--- src/rtl/intirvx_ifetch_pf_pkg.sv ---
// Shared types, constants and helpers for the intirvx instruction-fetch front end.
// Build option INTIRVX_IFETCH_ERR_EN adds an error flag to every buffered entry.
package intirvx_ifetch_pf_pkg;

  localparam int XLEN = 32;
  localparam int ALEN = 32;
  localparam int ILEN = 4;

  localparam int              IFETCH_PAGE_BYTES = 4096;
  localparam logic [ALEN-1:0] IFETCH_INCR       = 32'd4;

  localparam logic [2:0] AXI_SIZE_S32   = 3'b010;
  localparam logic [1:0] AXI_BURST_INCR = 2'b01;
  localparam logic [2:0] AXI_PROT_NONE  = 3'b000;
  localparam logic [1:0] AXI_RESP_OKAY  = 2'b00;

  typedef enum logic [1:0] {
    IDLE  = 2'd0,
    ADDR  = 2'd1,
    DATA  = 2'd2,
    DRAIN = 2'd3
  } ifetch_state_t;

  typedef struct packed {
    logic [XLEN-1:0] data;
    logic [ALEN-1:0] pc;
`ifdef INTIRVX_IFETCH_ERR_EN
    logic            err;
`endif
  } ifetch_entry_t;

  // Words left before the next 4 KB boundary, capped at the configured burst length.
  function automatic logic [12:0] ifetch_beats(input logic [11:0] offset,
                                               input logic [12:0] max_beats);
    logic [12:0] room;
    room = (13'(IFETCH_PAGE_BYTES) - {1'b0, offset}) >> 2;
    if (room > max_beats) begin
      return max_beats;
    end else begin
      return room;
    end
  endfunction

endpackage

--- src/rtl/intirvx_ifetch_pf_buf.sv ---
// Circular instruction buffer with flush and an occupancy count for credit accounting.
// Entry layout follows ifetch_entry_t (INTIRVX_IFETCH_ERR_EN widens it by one bit).
module intirvx_ifetch_buf
  import intirvx_ifetch_pf_pkg::*;
#(
  parameter int DEPTH = 16,
  parameter int CW    = $clog2(DEPTH + 1),
  parameter int EW    = $bits(ifetch_entry_t)
) (
  input  logic          clk,
  input  logic          rst_n,
  input  logic          flush,
  input  logic          enq_valid,
  output logic          enq_ready,
  input  logic [EW-1:0] enq_data,
  output logic          deq_valid,
  input  logic          deq_ready,
  output logic [EW-1:0] deq_data,
  output logic [CW-1:0] count
);

  localparam int PW = (DEPTH > 1) ? $clog2(DEPTH) : 1;

  logic [EW-1:0] mem_r [DEPTH];
  logic [PW-1:0] rd_ptr_r;
  logic [PW-1:0] wr_ptr_r;
  logic [CW-1:0] count_r;
  logic          full_s;
  logic          enq_fire_s;
  logic          deq_fire_s;

  function automatic logic [PW-1:0] ptr_next(input logic [PW-1:0] p);
    if (p == PW'(DEPTH - 1)) begin
      return {PW{1'b0}};
    end else begin
      return p + PW'(1);
    end
  endfunction

  // Handshake decode; a full buffer still accepts when the head leaves the same cycle.
  always_comb begin
    full_s     = (count_r == CW'(DEPTH));
    deq_valid  = (count_r != {CW{1'b0}});
    enq_ready  = !full_s || deq_ready;
    deq_fire_s = deq_valid && deq_ready && !flush;
    enq_fire_s = enq_valid && enq_ready && !flush;
    deq_data   = mem_r[rd_ptr_r];
    count      = count_r;
  end

  // Pointer and occupancy bookkeeping; flush empties the buffer in one cycle.
  always_ff @(posedge clk or negedge rst_n) begin
    if (!rst_n) begin
      rd_ptr_r <= {PW{1'b0}};
      wr_ptr_r <= {PW{1'b0}};
      count_r  <= {CW{1'b0}};
    end else if (flush) begin
      rd_ptr_r <= {PW{1'b0}};
      wr_ptr_r <= {PW{1'b0}};
      count_r  <= {CW{1'b0}};
    end else begin
      if (enq_fire_s) begin
        wr_ptr_r <= ptr_next(wr_ptr_r);
      end
      if (deq_fire_s) begin
        rd_ptr_r <= ptr_next(rd_ptr_r);
      end
      case ({enq_fire_s, deq_fire_s})
        2'b10:   count_r <= count_r + CW'(1);
        2'b01:   count_r <= count_r - CW'(1);
        default: count_r <= count_r;
      endcase
    end
  end

  // Entry storage.
  always_ff @(posedge clk) begin
    if (enq_fire_s) begin
      mem_r[wr_ptr_r] <= enq_data;
    end
  end

endmodule

--- src/rtl/intirvx_ifetch_pf.sv ---
// Instruction-fetch front end: credit-gated AXI INCR read bursts into a decode-side buffer.
// Build option INTIRVX_IFETCH_ERR_EN adds inst_err and stops fetching on a bad response.
module intirvx_ifetch_pf
  import intirvx_ifetch_pf_pkg::*;
#(
  parameter int BURST_LEN    = 8,
  parameter int FIFO_DEPTH   = 16,
  parameter int SEQ_PREFETCH = 1
) (
  input  logic            clk,
  input  logic            rst_n,
  input  logic [ILEN-1:0] hart_id,
  output logic            ar_valid,
  input  logic            ar_ready,
  output logic [ALEN-1:0] ar_addr,
  output logic [7:0]      ar_len,
  output logic [2:0]      ar_size,
  output logic [1:0]      ar_burst,
  output logic [2:0]      ar_prot,
  output logic [ILEN-1:0] ar_id,
  input  logic            r_valid,
  output logic            r_ready,
  input  logic [XLEN-1:0] r_data,
  input  logic [1:0]      r_resp,
  input  logic            r_last,
  output logic            aw_valid,
  output logic            w_valid,
  output logic            b_ready,
  output logic [XLEN-1:0] inst,
  output logic [ALEN-1:0] inst_pc,
  output logic            inst_valid,
  input  logic            inst_ready,
`ifdef INTIRVX_IFETCH_ERR_EN
  output logic            inst_err,
`endif
  input  logic [XLEN-1:0] target,
  input  logic            target_valid,
  output logic            target_ready,
  input  logic            flush
);

  localparam int CW = $clog2(FIFO_DEPTH + 1);
  localparam int IW = $clog2(BURST_LEN + 1);
  localparam int EW = $bits(ifetch_entry_t);

  ifetch_state_t   state_r;
  logic            ar_valid_r;
  logic [ALEN-1:0] ar_addr_r;
  logic [7:0]      ar_len_r;
  logic [ILEN-1:0] ar_id_r;
  logic            r_ready_r;
  logic [IW-1:0]   inflight_r;
  logic [ALEN-1:0] pc_r;
  logic [ALEN-1:0] next_pc_r;
  logic            pf_armed_r;
  logic            flush_seen_r;

  logic [ALEN-1:0] tgt_addr_s;
  logic [12:0]     beats_tgt_s;
  logic [12:0]     beats_pf_s;
  logic [12:0]     free_s;
  logic            take_tgt_s;
  logic            take_pf_s;
  logic [ALEN-1:0] issue_addr_s;
  logic [12:0]     issue_beats_s;
  logic            beat_s;
  logic            beat_err_s;
  logic            enq_valid_s;
  ifetch_entry_t   enq_entry_s;
  ifetch_entry_t   head_s;
  logic [EW-1:0]   head_bits_s;
  logic [CW-1:0]   count_s;
  logic            enq_ready_unused_s;
  logic            unused_s;

`ifdef INTIRVX_IFETCH_ERR_EN
  assign beat_err_s = (r_resp != AXI_RESP_OKAY);
  assign unused_s   = ^target[1:0];
`else
  assign beat_err_s = 1'b0;
  assign unused_s   = ^{target[1:0], r_resp};
`endif

  // Issue decision: credits cover the whole burst, and a redirect outranks the prefetch.
  always_comb begin
    tgt_addr_s    = {target[XLEN-1:2], 2'b00};
    beats_tgt_s   = ifetch_beats(tgt_addr_s[11:0], 13'(BURST_LEN));
    beats_pf_s    = ifetch_beats(next_pc_r[11:0], 13'(BURST_LEN));
    free_s        = 13'(FIFO_DEPTH) - 13'(count_s) - 13'(inflight_r);
    take_tgt_s    = (state_r == IDLE) && target_valid && !flush && (free_s >= beats_tgt_s);
    take_pf_s     = (state_r == IDLE) && !target_valid && pf_armed_r && !flush &&
                    (free_s >= beats_pf_s);
    issue_addr_s  = take_tgt_s ? tgt_addr_s : next_pc_r;
    issue_beats_s = take_tgt_s ? beats_tgt_s : beats_pf_s;
    beat_s        = r_valid && r_ready_r;
    enq_valid_s   = beat_s && (state_r == DATA);
    enq_entry_s.data = r_data;
    enq_entry_s.pc   = pc_r;
`ifdef INTIRVX_IFETCH_ERR_EN
    enq_entry_s.err  = beat_err_s;
`endif
  end

  // Fetch state machine; AR attributes are held in registers until the handshake.
  always_ff @(posedge clk or negedge rst_n) begin
    if (!rst_n) begin
      state_r      <= IDLE;
      ar_valid_r   <= 1'b0;
      ar_addr_r    <= {ALEN{1'b0}};
      ar_len_r     <= 8'd0;
      ar_id_r      <= {ILEN{1'b0}};
      r_ready_r    <= 1'b0;
      inflight_r   <= {IW{1'b0}};
      pc_r         <= {ALEN{1'b0}};
      next_pc_r    <= {ALEN{1'b0}};
      pf_armed_r   <= 1'b0;
      flush_seen_r <= 1'b0;
    end else begin
      case (state_r)
        IDLE: begin
          flush_seen_r <= 1'b0;
          if (take_tgt_s || take_pf_s) begin
            ar_addr_r  <= issue_addr_s;
            ar_len_r   <= 8'(issue_beats_s - 13'd1);
            ar_id_r    <= hart_id;
            ar_valid_r <= 1'b1;
            pf_armed_r <= 1'b0;
            state_r    <= ADDR;
          end else if (flush) begin
            pf_armed_r <= 1'b0;
          end
        end
        ADDR: begin
          if (ar_ready) begin
            ar_valid_r <= 1'b0;
            inflight_r <= IW'({1'b0, ar_len_r} + 9'd1);
            pc_r       <= ar_addr_r;
            r_ready_r  <= 1'b1;
            state_r    <= (flush_seen_r || flush) ? DRAIN : DATA;
          end else if (flush) begin
            flush_seen_r <= 1'b1;
          end
        end
        DATA: begin
          if (beat_s) begin
            pc_r       <= pc_r + IFETCH_INCR;
            inflight_r <= inflight_r - IW'(1);
            if (r_last) begin
              next_pc_r  <= pc_r + IFETCH_INCR;
              pf_armed_r <= (SEQ_PREFETCH != 0) && !flush && !beat_err_s;
              inflight_r <= {IW{1'b0}};
              r_ready_r  <= 1'b0;
              state_r    <= IDLE;
            end else if (flush || beat_err_s) begin
              state_r <= DRAIN;
            end
          end else if (flush) begin
            state_r <= DRAIN;
          end
        end
        DRAIN: begin
          if (beat_s) begin
            inflight_r <= inflight_r - IW'(1);
            if (r_last) begin
              inflight_r <= {IW{1'b0}};
              pf_armed_r <= 1'b0;
              r_ready_r  <= 1'b0;
              state_r    <= IDLE;
            end
          end
        end
        default: begin
          ar_valid_r <= 1'b0;
          r_ready_r  <= 1'b0;
          inflight_r <= {IW{1'b0}};
          pf_armed_r <= 1'b0;
          state_r    <= IDLE;
        end
      endcase
    end
  end

  intirvx_ifetch_buf #(
    .DEPTH (FIFO_DEPTH),
    .CW    (CW),
    .EW    (EW)
  ) u_buf (
    .clk       (clk),
    .rst_n     (rst_n),
    .flush     (flush),
    .enq_valid (enq_valid_s),
    .enq_ready (enq_ready_unused_s),
    .enq_data  (enq_entry_s),
    .deq_valid (inst_valid),
    .deq_ready (inst_ready),
    .deq_data  (head_bits_s),
    .count     (count_s)
  );

  assign head_s       = ifetch_entry_t'(head_bits_s);
  assign inst         = head_s.data;
  assign inst_pc      = head_s.pc;
`ifdef INTIRVX_IFETCH_ERR_EN
  assign inst_err     = head_s.err;
`endif
  assign target_ready = take_tgt_s;
  assign ar_valid     = ar_valid_r;
  assign ar_addr      = ar_addr_r;
  assign ar_len       = ar_len_r;
  assign ar_id        = ar_id_r;
  assign ar_size      = AXI_SIZE_S32;
  assign ar_burst     = AXI_BURST_INCR;
  assign ar_prot      = AXI_PROT_NONE;
  assign r_ready      = r_ready_r;
  assign aw_valid     = 1'b0;
  assign w_valid      = 1'b0;
  assign b_ready      = 1'b0;

endmodule

--- config.mk ---
export PLATFORM = sky130hd
export DESIGN_NAME = intirvx_ifetch_pf
export DESIGN_NICKNAME = d
export VERILOG_FILES = /design/src/rtl/intirvx_ifetch_pf_pkg.sv /design/src/rtl/intirvx_ifetch_pf_buf.sv /design/src/rtl/intirvx_ifetch_pf.sv
export SDC_FILE = /design/constraint.sdc
export NUM_CORES = 1
export LEC_CHECK = 0
export ABC_CLOCK_PERIOD_IN_PS = 7650
export CAP_MARGIN = 20
export CORE_MARGIN = 1
export CORE_UTILIZATION = 40
export DETAILED_ROUTE_END_ITERATION = 6
export SLEW_MARGIN = 0
export SYNTH_ARGS = -nofsm -noshare
export SYNTH_HDL_FRONTEND = slang
export SYNTH_SLANG_ARGS = --single-unit
--- constraint.sdc ---
create_clock -name clk -period 7.65 [get_ports clk]
set_input_delay 1.53 -clock clk [delete_from_list [all_inputs] [get_ports clk]]
set_output_delay 1.53 -clock clk [all_outputs]
set_load 0.02 [all_outputs]
# == Word-level counts from Yosys, hierarchy flattened ==
# Memories as Yosys holds them, arrays and structs flattened.
# Index checks and enable logic that the tools add are counted.
# op_classes
addsub,12
n_lt_le_gt_ge,4
n_eq_ne,19
n_mux,45
n_reduce_logical,38
# op_table
cell,count
$mux W32,3
$pmux W32 S2,1
$mux W4,9
$add A32 B3 Y32 const B,1
$ge A13 B11 Y1,2
$sub A13 B12 Y13 const A,2
$gt A11 B4 Y1 const B,2
$mux W11,2
$reduce_and A3 Y1,5
$mux W1,14
$mux W2,7
$ne A2 B2 Y1 const B,7
$logic_and A1 B1 Y1,13
$add A4 B1 Y4 const B,3
$pmux W5 S2,1
$reduce_bool A2 Y1,5
$eq A4 B4 Y1 const B,2
$mux W8,1
$pmux W2 S4,1
$pmux W4 S2,1
$reduce_and A4 Y1,2
$sub A8 B1 Y8 const B,1
$sub A6 B5 Y7,1
$eq A2 B2 Y1 const B,3
other kinds (19),29
# totals
reg_bits,131
ramBits,1024
output_inout_bits,123
memories,1
# memory_table
name,depth,word_bits,read_ports,rd_clocked_by_memory_dff,wr,line_no,source
u_buf.mem_r,16,64,1,0,1,intirvx_ifetch_pf_buf.sv:24,logic [EW-1:0] mem_r [DEPTH];

# == Depth between registers and ports, before layout ==
# logic_depth
word_depth,8
ltp_mapped,21
depth_no_buf,20

# == Cells and area by module ==
# Synthesis repeated with hierarchy kept, for this count alone.
# unflattened
cells_unflattened,2746
hier_area_um2,46946.3
# by_module_without_submodules
mod,instances,cells_each,area_each_um2,seq_area_each_um2
intirvx_ifetch_buf,1,1960,39852.0,31074.8
intirvx_ifetch_pf,1,786,7094.3,2952.8

# == Worst setup path before layout ==
# OpenSTA, ideal clock, no wires.
# synth_path
path_type,input -> register
from,input port flush
to,memory u_buf.mem_r[3][0] in the netlist's numbering (enable)
arrival_time_ps,6722
required_time_ps,7086
path_slack_ps,363
path_stages,4
cell_sequence,clkbuf_1 nor4_1 nand2_1 nor3_1
# synth_via
elab_chain_cells,4
# synth_rtl
element,line_no,source
from (decl),intirvx_ifetch_pf.sv:39,input logic flush
$logic_not A1 Y1,intirvx_ifetch_pf_buf.sv:46,enq_fire_s = enq_valid && enq_ready && !flush;
$logic_and A1 B1 Y1,intirvx_ifetch_pf_buf.sv:46,
$mux W1,intirvx_ifetch_pf_buf.sv:78,if (enq_fire_s) begin
$mux W1 (implied by the code),intirvx_ifetch_pf_buf.sv:79,mem_r[wr_ptr_r] <= enq_data;
to (decl),intirvx_ifetch_pf_buf.sv:24,
# No other way between the ends.

# == Worst setup path in the final report ==
# layout_path
from,input port target[2]
to,output port target_ready
# layout_via
elab_chain_cells,5
# layout_rtl
element,line_no,source
from (decl),intirvx_ifetch_pf.sv:36,"input logic [XLEN-1:0] target,"
$sub A13 B12 Y13 (*),intirvx_ifetch_pf_pkg.sv:36,"room = (13'(IFETCH_PAGE_BYTES) - {1'b0, offset}) >> 2;"
$gt A11 B4 Y1,intirvx_ifetch_pf_pkg.sv:37,if (room > max_beats) begin
$mux W11 (*),intirvx_ifetch_pf_pkg.sv:37,
$ge A13 B11 Y1 (*),intirvx_ifetch_pf.sv:90,take_tgt_s = (state_r == IDLE) && target_valid && !flush && (free_s >= beats_tgt_s);
$logic_and A1 B1 Y1 (*),intirvx_ifetch_pf.sv:90,
to (decl),intirvx_ifetch_pf.sv:38,"output logic target_ready,"
# Mark *: on every way between the ends. The rest lies on a longest branch, timed or not.

==> impl_summary.md <==
Cells and area
The area growth from synthesis to layout is 16.3%. Cells with a size suffix above 1 make up roughly 16% of the layout. After routing the design area is between 50000 and 60000 sq um. The finished layout holds approximately 4.6k standard cells, fillers aside. The number of nets in the finished design is slightly above 3k. Counting the fill cells in the layout gives roughly 10k. The core occupancy in the finished layout is a little under half.

Global routing
The first global-routing pass estimated between 150 and 200 mm of wire. Global routing used 30.5% of the available met2 tracks. The residual overflow from global routing is 0. The layer with the highest usage is met2.

Entering global routing, the biggest net connects between 100 and 150 pins. The via count of the first global-routing pass was roughly 26k. The met1 routing resource usage after global routing is roughly 27%. Global routing used under 10% of the available met3 tracks. The number of antenna violations at the first check in global routing is 3. Across every metal layer, demand over resource in global routing totals between 10% and 20%.

Placement
The number of placed instances, taps included is 4396. The post-detailed-placement half-perimeter wirelength is ~61 mm. The cell area after placement is 50900 sq um.

The placer congestion estimate is 0.841. The number of buffer cells added on primary ports is between 150 and 200.

STA
The worst slew margin relative to its limit is around 30%. The aggregate negative setup slack is 0 ns. The final-report max-slew violation count is 0.

The clock arrives with between 0.02 and 0.03 ns of skew. The final-report hold violation count is 0. Setup repair after global routing left no endpoint under its margin. The share of the clock period used by the worst path is about 91%.

Setup violations remaining at the end of the flow were counted as 0. The routed design could run at a clock period as short as slightly below 7 ns. For the pin with the worst max-slew slack, the measured transition is 1.05 ns. The maximum clock rate is 144 MHz.

Clock network
The hold-fix buffer count after cts is 0. The post-CTS clock slew at the launch and capture registers of the worst setup and hold paths is approximately 0.060 ns. The post-cts gate resize count is 0. The clock passes through at most 3 buffers. The clock tree root buffer cell is clkbuf_16. The clock latency of the later-clocked register in the worst-skew pair is 0.69 ns. The CTS H-tree depth is 3. Clock tree synthesis found a total of ~1.2k sinks. The number of buffers created by CTS is between 100 and 150.

The number of setup buffers added after CTS is 0. The clock tree from TritonCTS is yes.

Yosys
The primary flip-flop cell chosen by synthesis mapping is edfxtp_1. For this run, the number of Yosys warnings is 0. The sequential area share after synthesis is between 70 and 80%. Counting flops with an async set or reset pin after synthesis yields a share of roughly 11%. In the post-synthesis netlist, the cell with the most instances is edfxtp_1. The count of flip-flops with a built-in enable after synthesis is 1024. The mean instance size in the synthesized netlist is approximately 17 sq um.

Sorting the synthesized cells by area gives the leading types as edfxtp_1 65%, dfrtp_1 7.0%, mux4_2 6.1%, mux2i_1 4.8%, o21ai_0 1.9%. The count of state elements after synthesis is ~1.2k. The area of the mapped netlist is between 40000 and 50000 sq um. The share of synthesized area in the top cell type comes to between 60% and 70%. The number of library cell types mapped by synthesis is 74.

Sorting the synthesized cells by how often they occur yields 1024 x edfxtp_1, 228 x mux2i_1, 180 x o21ai_0. The gate count of the mapped netlist is 2788. The most area-hungry cell type in the Yosys netlist is edfxtp_1.

Routing
The first detailed-routing pass ran for 6 iterations. For this block, the via count after detailed routing is 25.8k. After the first detailed-routing iteration, the DRC count stood at roughly 2.4k. After detailed routing, the number of vias per cell comes to 5.60.

The count of nets left with antenna violations once routing finished came out at 0. The total wire length is 114 mm. The detail-routed net length per standard cell is around 25 um. The total DRC errors in the routed layout is 0.

Power and ir drop
VDD sags by at most approximately 210 uV. Dividing total power by cell area gives a power density of approximately 330 nW/um^2. The leakage dissipation is 17.8 nW.

The overall power of the completed layout is ~18 mW.

Critical path
At the worst endpoint, the arrival time is ~5.4 ns. The biggest fanout along the worst timing path is 7. Walking the worst path, the cells encountered are clkdlybuf4s50_1 -> inv_1 -> ha_1 -> a2111oi_0 -> o2bb2ai_1 -> o221a_2 -> and2_1 -> ha_1 -> o2bb2ai_1 -> nand3_1 -> a311oi_2 -> nor2_4 -> inv_6 -> clkdlybuf4s50_1. The beginning of the critical path is target[2]. The required time at the endpoint of the critical path is about 6.1 ns. On the worst path, the slowest cell contributes a delay of 0.60 ns. By startpoint and endpoint, the worst setup path is classified as input port to output pin. The element type at the critical path end is an output pin.

The number of buffers and inverters on the critical path is 4. In this run the critical register-to-register path is launched from u_buf.count[0]. The cell type of the slowest stage on the worst timing path is clkdlybuf4s50_1. The worst setup path is launched from an input port.

Grouping stages by cell kind, the critical path spends the most delay in compound AO/OA/AOI/OAI gates.

Hold path
The path class of the tightest hold or removal check is flop to flop. The startpoint of the worst hold path is next_pc_r[30].

Floorplanning
The die boundary width is roughly 350 um. The die span in y is about 350 um. The initial utilization of the core area, before any placement, comes to between 40% and 50%.

The standard-cell row count is 125. The number of ports placed on the die boundary is roughly 200. The area of the core is between 100000 and 150000 sq um. The floorplan die area is about 120000 sq um.

Status
The flow ran to the end, and the final reports show no timing, DRC or antenna violations.

Flow run
The count of max-cap constraint violations is 0.
[final cells by class]
cell class | count | area [sq um] | area share (%)
antenna | 1 | 2.50 | 0.00457
clock buffer | 137 | 3020 | 5.51
clock inverter | 76 | 840 | 1.53
inverter | 22 | 87.6 | 0.160
multi-input combinational | 1465 | 12500 | 22.7
sequential | 1155 | 34000 | 62.1
tap | 1524 | 1910 | 3.48
timing repair buffer | 230 | 2440 | 4.45
[metal layers]
metal | part of all wire, % | vias up
li1 | - | 11475
met1 | 45 | 13352
met2 | 48 | 842
met3 | 5.6 | 141
met4 | 1.6 | 0
met5 | 0 | -
[logic make-up (layout without fill, tap and decap cells)]
family / Yosys count / in the layout / synth area share [%]
flip-flops: 1155 / 1155 / 72.2
AO/OA/AOI/OAI: 550 / 550 / 7.50
multiplexers: 430 / 430 / 12.7
AND/OR/NAND/NOR: 374 / 374 / 3.71
buffers and inverters: 189 / 465 / 1.83
XOR/XNOR: 45 / 45 / 0.836
adder cells (fa/ha/maj): 43 / 43 / 1.17
other: 2 / 24 / 0.0159
[registers in the layout (all words and copies together) (netlist names), 2 cells and up]
signal          cells
u_buf.mem_r      1024
ar_addr            32
next_pc_r          32
pc_r               32
ar_len              8
u_buf.count         5
ar_id               4
inflight_r          4
u_buf.rd_ptr_r      4
u_buf.wr_ptr_r      4
state_r             2
[worst register-to-register path: stages (launching register included)]
cell      delay [ns]
dfrtp_1         0.44
inv_1           0.13
ha_1            0.35
ha_1            0.28
nor2b_1         0.13
o21ai_0         0.14
inv_1           0.07
or3_1           0.30
and2_1          0.19
ha_1            0.30
a211oi_1        0.07
or3_1           0.40
a311oi_2        0.41
nor2_4          0.12
inv_6           0.08
buf_4           0.48
nor2_1          0.11
a31oi_1         0.18
ha_1            0.24
inv_1           0.08
o31ai_1         0.27
[final timing paths]
path | slack (ns) | depth (start not counted) | endpoint
worst max register to register | 2.82 | 20 | ar_len[6]
worst min-delay path | 0.50 | 2 | next_pc_r[30]
max in group asynchronous | 5.50 | 2 | u_buf.rd_ptr_r[1]
min in group asynchronous | 0.89 | 1 | ar_addr[28]
worst max-delay path | 0.70 | 14 | target_ready
worst min register to register | 0.50 | 2 | next_pc_r[30]
[cell usage in the layout (no fill, tap or decap), types with 64 or more instances in the layout]
master / netlist / layout
nand2_1: 158 / 156
mux2i_1: 228 / 228
a21oi_1: 121 / 121
clkdlybuf4s50_1: 0 / 184
clkbuf_16: 0 / 115
o21ai_0: 180 / 179
edfxtp_1: 1024 / 1024
dfrtp_1: 131 / 127
a22oi_1: 68 / 68
a221oi_1: 64 / 64
mux2_2: 74 / 74
nor2_1: 76 / 64
mux4_2: 128 / 128
[per-stage QoR]
step,worst slack [ns],hold slack [ns]
floorplan,0.363,0.449
global placement,0.816,0.469
detailed placement,0.771,0.478
CTS,0.745,0.497
global route,0.475,0.526
finish,0.698,0.499
[power by group]
part / internal [mW] / switching (mW)
Combinational: 1.81 / 2.09
Clock: 3.32 / 2.40
Sequential: 7.52 / 0.739
Total: 12.6 / 5.22
Note: power is estimated with default switching activity, not from simulation.
